`src/rtl/hsiao_pkg.sv`:
```
// Shared Hsiao (13,8) SEC-DED definitions: widths, H-matrix columns, status codes
// and the parity equations used by both the write-path encoder and this decoder.
package hsiao_pkg;

   localparam int CODE_W = 13;
   localparam int DATA_W = 8;
   localparam int SYN_W  = 5;

   typedef enum logic [1:0] {
      ST_CLEAN = 2'b00,
      ST_CE    = 2'b01,
      ST_UE    = 2'b10
   } status_e;

   localparam logic [SYN_W-1:0] H_P0 = 5'b00001;
   localparam logic [SYN_W-1:0] H_P1 = 5'b00010;
   localparam logic [SYN_W-1:0] H_P2 = 5'b00100;
   localparam logic [SYN_W-1:0] H_P3 = 5'b01000;
   localparam logic [SYN_W-1:0] H_P4 = 5'b10000;
   localparam logic [SYN_W-1:0] H_D0 = 5'b00111;
   localparam logic [SYN_W-1:0] H_D1 = 5'b01110;
   localparam logic [SYN_W-1:0] H_D2 = 5'b01101;
   localparam logic [SYN_W-1:0] H_D3 = 5'b01011;
   localparam logic [SYN_W-1:0] H_D4 = 5'b10011;
   localparam logic [SYN_W-1:0] H_D5 = 5'b10101;
   localparam logic [SYN_W-1:0] H_D6 = 5'b10110;
   localparam logic [SYN_W-1:0] H_D7 = 5'b11001;

   // Indexed by code-bit position: parity bits occupy 0..4, data bits 5..12.
   localparam logic [SYN_W-1:0] H_COL [CODE_W] = '{
      H_P0, H_P1, H_P2, H_P3, H_P4,
      H_D0, H_D1, H_D2, H_D3, H_D4, H_D5, H_D6, H_D7
   };

   function automatic logic [SYN_W-1:0] hsiaoParity(input logic [DATA_W-1:0] d);
      logic [SYN_W-1:0] p;
      p[4] = d[7] ^ d[6] ^ d[5] ^ d[4];
      p[3] = d[7] ^ d[3] ^ d[2] ^ d[1];
      p[2] = d[6] ^ d[5] ^ d[2] ^ d[1] ^ d[0];
      p[1] = d[6] ^ d[4] ^ d[3] ^ d[1] ^ d[0];
      p[0] = d[7] ^ d[5] ^ d[4] ^ d[3] ^ d[2] ^ d[0];
      return p;
   endfunction

endpackage

```
`src/rtl/hsiao_syndrome_calc.sv`:
```
// Combinational syndrome: parity recomputed from the data field, XORed with the
// received parity field. Zero means the codeword is consistent.
module hsiao_syndrome_calc
   import hsiao_pkg::*;
(
   input  logic [CODE_W-1:0] code_i,
   output logic [SYN_W-1:0]  syndrome_o
);

   assign syndrome_o = hsiaoParity(code_i[CODE_W-1:SYN_W]) ^ code_i[SYN_W-1:0];

endmodule

```
`src/rtl/hsiao_code_decoder.sv`:
```
// Two-stage pipelined Hsiao (13,8) SEC-DED decoder with a single global stall
// and saturating corrected/uncorrectable event counters.
module hsiao_code_decoder
   import hsiao_pkg::*;
#(
   parameter int CNT_W       = 16,
   parameter bit UE_PASS_RAW = 1'b1
)(
   input  logic              clk,
   input  logic              rst_n,
   input  logic              in_valid,
   output logic              in_ready,
   input  logic [12:0]       in_code,
   output logic              out_valid,
   input  logic              out_ready,
   output logic [7:0]        out_data,
   output logic [1:0]        out_status,
   output logic              out_double,
   output logic [4:0]        out_syndrome,
   output logic [3:0]        out_err_pos,
   input  logic              cnt_clear,
   output logic [CNT_W-1:0]  ce_count,
   output logic [CNT_W-1:0]  ue_count
);

   logic                advance;
   logic [SYN_W-1:0]    syndrome;
   logic                s1Valid_q;
   logic [CODE_W-1:0]   s1Code_q;
   logic [SYN_W-1:0]    s1Syn_q;
   logic                outValid_q;
   logic [DATA_W-1:0]   outData_q;
   status_e             outStatus_q;
   logic                outDouble_q;
   logic [SYN_W-1:0]    outSyn_q;
   logic [3:0]          outPos_q;
   logic [CNT_W-1:0]    ceCount_q;
   logic [CNT_W-1:0]    ueCount_q;
   logic [CODE_W-1:0]   flip;
   logic                colMatch;
   logic [3:0]          decPos_d;
   logic [DATA_W-1:0]   decData_d;
   status_e             decStatus_d;
   logic                decDouble_d;
   logic                outXfer;

   hsiao_syndrome_calc u_syn (
      .code_i     (in_code),
      .syndrome_o (syndrome)
   );

   // Both stages move together, so a stalled output freezes the whole pipe.
   assign advance = !outValid_q || out_ready;
   assign in_ready = advance;
   assign outXfer  = outValid_q && out_ready;

   always_comb begin
      flip        = '0;
      colMatch    = 1'b0;
      decPos_d    = 4'hF;
      decDouble_d = 1'b0;
      decStatus_d = ST_CLEAN;
      for (int i = 0; i < CODE_W; i++) begin
         if (s1Syn_q == H_COL[i]) begin
            flip[i]  = 1'b1;
            colMatch = 1'b1;
            decPos_d = 4'(i);
         end
      end
      decData_d = s1Code_q[CODE_W-1:SYN_W] ^ flip[CODE_W-1:SYN_W];
      if (s1Syn_q == '0) begin
         decStatus_d = ST_CLEAN;
      end else if (colMatch) begin
         decStatus_d = ST_CE;
      end else begin
         // Even-weight syndromes can only come from an even number of flips.
         decStatus_d = ST_UE;
         decDouble_d = ~(^s1Syn_q);
         decData_d   = UE_PASS_RAW ? s1Code_q[CODE_W-1:SYN_W] : '0;
      end
   end

   always_ff @(posedge clk) begin
      if (!rst_n) begin
         s1Valid_q   <= 1'b0;
         s1Code_q    <= '0;
         s1Syn_q     <= '0;
         outValid_q  <= 1'b0;
         outData_q   <= '0;
         outStatus_q <= ST_CLEAN;
         outDouble_q <= 1'b0;
         outSyn_q    <= '0;
         outPos_q    <= 4'hF;
      end else if (advance) begin
         s1Valid_q  <= in_valid;
         s1Code_q   <= in_code;
         s1Syn_q    <= syndrome;
         outValid_q <= s1Valid_q;
         if (s1Valid_q) begin
            outData_q   <= decData_d;
            outStatus_q <= decStatus_d;
            outDouble_q <= decDouble_d;
            outSyn_q    <= s1Syn_q;
            outPos_q    <= decPos_d;
         end
      end
   end

   // A clear wins over an increment landing in the same cycle.
   always_ff @(posedge clk) begin
      if (!rst_n || cnt_clear) begin
         ceCount_q <= '0;
         ueCount_q <= '0;
      end else if (outXfer) begin
         if (outStatus_q == ST_CE && ceCount_q != '1) ceCount_q <= ceCount_q + 1'b1;
         if (outStatus_q == ST_UE && ueCount_q != '1) ueCount_q <= ueCount_q + 1'b1;
      end
   end

   assign out_valid    = outValid_q;
   assign out_data     = outData_q;
   assign out_status   = outStatus_q;
   assign out_double   = outDouble_q;
   assign out_syndrome = outSyn_q;
   assign out_err_pos  = outPos_q;
   assign ce_count     = ceCount_q;
   assign ue_count     = ueCount_q;

endmodule

```
`config.mk`:
```
export PLATFORM = sky130hd
export DESIGN_NAME = hsiao_code_decoder
export DESIGN_NICKNAME = d
export VERILOG_FILES = /design/src/rtl/hsiao_pkg.sv /design/src/rtl/hsiao_syndrome_calc.sv /design/src/rtl/hsiao_code_decoder.sv
export SDC_FILE = /design/constraint.sdc
export NUM_CORES = 1
export LEC_CHECK = 0
export BUFFER_PORTS_ARGS = -buffer_cell sky130_fd_sc_hd__clkbuf_2
export CAP_MARGIN = 20
export CORE_MARGIN = 8
export CORE_UTILIZATION = 30
export DETAILED_ROUTE_END_ITERATION = 16
export PLACE_DENSITY_LB_ADDON = 0.2
export SLEW_MARGIN = 15
export SYNTH_ARGS = -nofsm -noshare
export SYNTH_HDL_FRONTEND = slang
export SYNTH_SLANG_ARGS = --single-unit
```
`constraint.sdc`:
```
create_clock -name clk -period 3.12 [get_ports clk]
set_clock_uncertainty 0.1 [all_clocks]
set_input_delay 0 -clock clk [delete_from_list [all_inputs] [get_ports clk]]
set_output_delay 0 -clock clk [all_outputs]
set_load 0.01 [all_outputs]
```
==> Word-level counts from Yosys, hierarchy flattened <==
Cells that the tools add are included.
{ "word_totals": {"regBits": 72, "in_bits": 18, "out_inout_bits": 54, "elab_cells": 104} }
{ "classes": {"n_addsub": 2, "eq_ne": 17, "mux": 40, "bitwise": 22, "reduce_logical": 12} }
{ "ops": {"columns": ["op", "count"], "rows": [
  ["4-bit 2-to-1 mux", 13],
  ["16-bit by 1-bit adder with 16-bit output, second input constant", 2],
  ["16-bit inequality test, second input constant", 2],
  ["5-bit equality test, second input constant", 5],
  ["1-bit 2-to-1 mux", 23],
  ["5-bit by 4-bit equality test with 1-bit output, second input constant", 4],
  ["1-bit bitwise XOR", 19],
  ["8-bit 2-to-1 mux", 2],
  ["5-bit by 3-bit equality test with 1-bit output, second input constant", 2],
  ["8-bit bitwise XOR", 1],
  ["2-bit AND reduction", 3],
  ["5-bit by 1-bit equality test with 1-bit output, second input constant", 1],
  ["5-bit by 2-bit equality test with 1-bit output, second input constant", 1],
  ["5-bit logical NOT", 1],
  ["5-bit parity", 1],
  ["5-bit bitwise XOR", 1],
  ["2-bit 2-to-1 mux", 2],
  ["1-bit logical AND", 3],
  ["2-bit by 1-bit equality test with 1-bit output, second input constant", 1],
  ["2-bit equality test, second input constant", 1],
  ["1-bit logical NOT", 2],
  ["1-bit logical OR", 2],
  ["1-bit NOT", 1]
]} }

==> Longest topological paths before layout <==
{ "depth": {"word_depth": 16, "mapped_depth": 8, "depth_no_buf": 7} }

==> Cells and area by module <==
A second synthesis with hierarchy kept.
{ "unflattened": {"hier_cells": 397, "area_unflattened_um2": 3445.8} }
{ "modules_own_cells": {"columns": ["module", "n_inst", "cells_per_inst", "area_per_inst_um2", "seq_area_each_um2"], "rows": [
  ["hsiao_code_decoder", 1, 383, 3224.3, 1341.3],
  ["hsiao_syndrome_calc", 1, 14, 221.5, 0.0]
]} }

==> Worst setup path before layout <==
OpenSTA, ideal clock, no wires.
{ "synth_path": {"path_type": "register -> register", "from": "reg s1Syn_q[1]", "to": "reg outDouble_q, in the netlist out_double", "setup_ps": 87, "arrival_ps": 1677, "required_time_ps": 2933, "slack_ps": 1256, "path_stages_with_launch": 9, "path_buffers": 1, "synth_period_minus_slack_ps": 1864, "cell_sequence": "dfxtp_1 -> inv_1 -> ha_1 -> buf_4 -> nor2_1 -> nor3_1 -> a311oi_2 -> o2111ai_1 -> o31ai_1"} }
{ "synth_via": {"elab_chain_cells": 16, "word_cells_on_any_way": 31, "cone_classes": "13 x eq/ne; 15 x mux; 1 x bitwise; 2 x reduce/logical"} }
{ "synth_rtl": {"columns": ["item", "line", "source"], "rows": [
  ["start, declared", "hsiao_code_decoder.sv:30", "logic [SYN_W-1:0] s1Syn_q;"],
  ["start signal, assigned", "hsiao_code_decoder.sv:97", "s1Syn_q <= syndrome;"],
  ["5-bit by 1-bit equality test with 1-bit output", "hsiao_code_decoder.sv:64", "if (s1Syn_q == H_COL[i]) begin"],
  ["1-bit 2-to-1 mux (13 in a row)", "hsiao_code_decoder.sv:64", null],
  ["1-bit 2-to-1 mux", "hsiao_code_decoder.sv:73", "end else if (colMatch) begin"],
  ["1-bit 2-to-1 mux (*)", "hsiao_code_decoder.sv:71", "if (s1Syn_q == '0) begin"],
  ["end signal, assigned", "hsiao_code_decoder.sv:102", "outDouble_q <= decDouble_d;"],
  ["end, declared", "hsiao_code_decoder.sv:34", "logic outDouble_q;"]
]} }
Mark *: on every way between the ends. The rest lies on a longest branch, timed or not.
A chain may end at the register's enable or synchronous reset.

==> Worst setup path in the final report <==
{ "layout_path": {"from": "reg outValid_q, in the netlist out_valid", "to": "reg outDouble_q, in the netlist out_double"} }
{ "layout_via": {"elab_chain_cells": 3} }
{ "layout_rtl": {"columns": ["item", "line", "source"], "rows": [
  ["start, declared", "hsiao_code_decoder.sv:31", "logic outValid_q;"],
  ["start signal, assigned", "hsiao_code_decoder.sv:98", "outValid_q <= s1Valid_q;"],
  ["1-bit logical NOT", "hsiao_code_decoder.sv:53", "assign advance = !outValid_q || out_ready;"],
  ["1-bit logical OR", "hsiao_code_decoder.sv:53", null],
  ["2-bit AND reduction (no source line)", null, null]
]} }
Every way passes these cells.

==> flow_summary_export.csv <==
group,metric,value,unit
final_layout,mostFrequentLayoutCells,"clkbuf_2, dfxtp_1, nand2_1",
worst_setup_path,critPathTopFamily,"simple AND/OR/NAND/NOR gates",
sta,finalHoldViolCount,0,
sta,timing.fmax,0.422,GHz
synth,yosysWarnings,0,
worst_setup_path,critical_path_class,"reg -> reg",
placed_design,placed_cells,603,
power,finalPower,2.46,mW
run,drv_cap,0,
worst_setup_path,reg2reg_depth,5,
worst_setup_path,arrival,2.51,ns
die,core_area,0.0112,mm2
clock_network,cts_resized,0,
worst_setup_path,crit_path_end_kind,"flop",
global_route,grt_pass1_wl,14.7,mm
final_layout,synthToLayoutAreaGrowth,26.7,%
worst_setup_path,crit_start,"out_valid",
synth,syn_nets,435,
placed_design,io_buffer_count,71,
hold_path,min-delay-start,"out_ready",
die,initial_core_util,30.3,%
clock_network,htree_levels,3,
hold_path,min_path_type,"in -> reg",
hold_path,holdPathEnd,"s1Code_q[12]",
detailed_routing,wl_per_cell,14.2,um
outcome,status,"finished clean",
worst_setup_path,r2r_slack,0.75,ns
die,num_rows,39,
sta,max_slew_margin,41.8,%
power,vdd.ir_drop.worst,0.268,mV
worst_setup_path,startpoint_type,"flop",
final_layout,insertedDiodeCount,0,
sta,fin_crit_sh,75.9,%
clock_network,cts_tree,"yes",
synth,avgSynthCellArea,8.35,um2
worst_setup_path,max_stage_delay,0.75,ns
global_route,grt_usage,12.5,%
worst_setup_path,cp.buffers_inverters,1,
sta,setup_violations,0,
sta,min_period,2.37,ns
worst_setup_path,crit_slowest_cell,"and2_1",
sta,rsz0062_at_grt,"false",
clock_network,cts_num_sinks,67,
clock_network,clkTransAtPathRegs,0.06,ns
synth,async_flop_share,0,%
die,die_y,122,um
detailed_routing,route.detailed.drc,0,
synth,syn_inst,407,
final_layout,fill_cells,1181,
clock_network,clockBufferDepth,2,
final_layout,drive_above_1_share,19.9,%
die,io-pin-count,72,
worst_setup_path,worstPathCellList,"nor2b_2 -> inv_2 -> and2_1 -> o2111ai_1 -> o31ai_1",
sta,maxSlewViolCount,0,
worst_setup_path,r2r_end,"out_double",
synth,synth_area,0.00340,mm2
detailed_routing,drt-total-wl,8.95,mm
sta,finalSetupTns,0,ns
die,die_w,122,um
final_layout,instances_no_fill,630,
synth,synthFlopType,"dfxtp_1",
sta,tightest_slew,0.873,ns
hold_path,hold_path_depth,4,
global_route,grt_max_degree,28,
die,die-area,0.0150,mm2
placed_design,place_congestion,0.807,
synth,synth_edf_count,0,
placed_design,dp_hpwl,6.55,mm
clock_network,numCtsBuffers,9,
detailed_routing,dr_total_vias,3046,
synth,ys_ff_latch,67,
worst_setup_path,cp_max_fo,25,
global_route,grt_pass1_vias,2917,
detailed_routing,drt_iter0_drc,349,
detailed_routing,ant_nets,0,
detailed_routing,vias_per_cell,4.83,
power,p_leak,1.65,nW
global_route,grt_antenna_before_repair,0,
final_layout,finish.net_count,510,
clock_network,cts-root-buf,"clkbuf_16",
final_layout,final_common_cell,"clkbuf_2",
detailed_routing,firstDrtPassIters,4,
synth,seq_area_frac_synth,39.5,%
synth,ys_types,52,
worst_setup_path,r2r-start,"out_valid",
power,power.density,572,mW/mm2
clock_network,clk_latency,0.33,ns
global_route,grt_overflow,0,
worst_setup_path,cp_data_required_time,3.26,ns
registers in the layout (all words and copies together) (netlist names):
register,cells
out_status,2
out_syndrome,5
out_valid,1
s1Syn_q,5
out_data,8
ue_count,16
ce_count,16
s1Valid_q,1
out_double,1
out_err_pos,4
s1Code_q,8
worst register-to-register path, delay by kind of cell, from the launching register on:
family / cells / cell delay, ns
buffers and inverters: 1 / 0.25
DFF: 1 / 0.33
and+or+nand+nor: 2 / 1.01
AOI/OAI and AO/OA: 2 / 0.58
where the power goes:
group	switching (mW)	total [mW]	internal [mW]
Clock	0.396	1.16	0.767
Combinational	0.205	0.356	0.151
Sequential	0.0446	0.942	0.897
synth_stat cells, types with 2 or more instances:
master	number	area [um2]
a211oi_1	10	75.1
a21oi_1	24	120
a31oi_1	2	12.5
and2_1	3	18.8
and3_1	4	25.0
and4_1	4	35.0
buf_2	5	25.0
clkbuf_1	12	45.0
dfxtp_1	67	1340
ha_1	10	125
inv_1	9	33.8
mux2i_1	2	20.0
nand2_1	54	203
nand2b_1	3	18.8
nand3_1	15	75.1
nand3b_1	2	15.0
nand4_1	10	62.6
nand4b_1	3	26.3
nor2_1	52	195
nor3_1	10	50.1
nor3b_1	3	22.5
nor4_1	4	25.0
o2111ai_1	3	26.3
o211ai_1	2	15.0
o21ai_0	12	60.1
o22ai_1	2	12.5
o311ai_0	2	17.5
or2_2	2	12.5
xnor2_1	29	254
xor2_1	25	219
area by class of cell:
cell class	count	area [um2]	share of cell area, %
Multi-Input combinational cell	310	1930	44.9
Sequential cell	67	1340	31.2
Timing Repair Buffer	83	473	11.0
Clock buffer	13	270	6.28
Tap cell	143	179	4.16
Clock inverter	3	68.8	1.60
Inverter	11	41.3	0.959
worst max-delay path by stage:
stage            endpoint  slack, ns  depth (start not counted)
5_1_grt        out_double       0.50                          5
3_5_place_dp   out_double       0.71                          5
2_1_floorplan  out_double       1.26                          8
4_1_cts        out_double       0.72                          5
3_3_place_gp   out_double       0.83                          5
6_report       out_double       0.75                          5
layer usage:
layer	part of all wire, %	up-vias	global-route usage, %
met3	6.2	11	3.36
met4	1.8	0	5.94
met2	44	85	19.3
li1	-	1572	-
met5	0	-	0
met1	48	1378	15.8
per-stage QoR:
stage                     utilization, %  hold slack (ns)  cell area (um2)  worst slack, ns
final                               38.4           0.0127             4310            0.752
after CTS                           38.4          0.00459             4310            0.716
after global routing                38.4           0.0300             4310            0.498
after global placement              34.4            0.179             3860            0.826
after floorplan                        -           0.0405             3400             1.26
after detailed placement            34.4            0.175             3860            0.711
what timing repair did:
action | CTS | global route
hold buffers | 11 | 0
endpoints found under the hold margin | 15 | 0
setup buffers | 0 | 0
cell families (layout without fill, tap and decap cells):
kind of cell             Yosys count  in the layout  synth area share (%)
AO/OA/AOI/OAI                     67             67                  12.7
XOR/XNOR                          54             54                  13.9
adder cells (fa/ha/maj)           10             10                  3.68
buffers and inverters             30            110                  3.65
flip-flops                        67             67                  39.5
multiplexers                       2              2                 0.589
AND/OR/NAND/NOR                  177            177                  26.0
No activity file was read; power rests on OpenSTA's default activity.
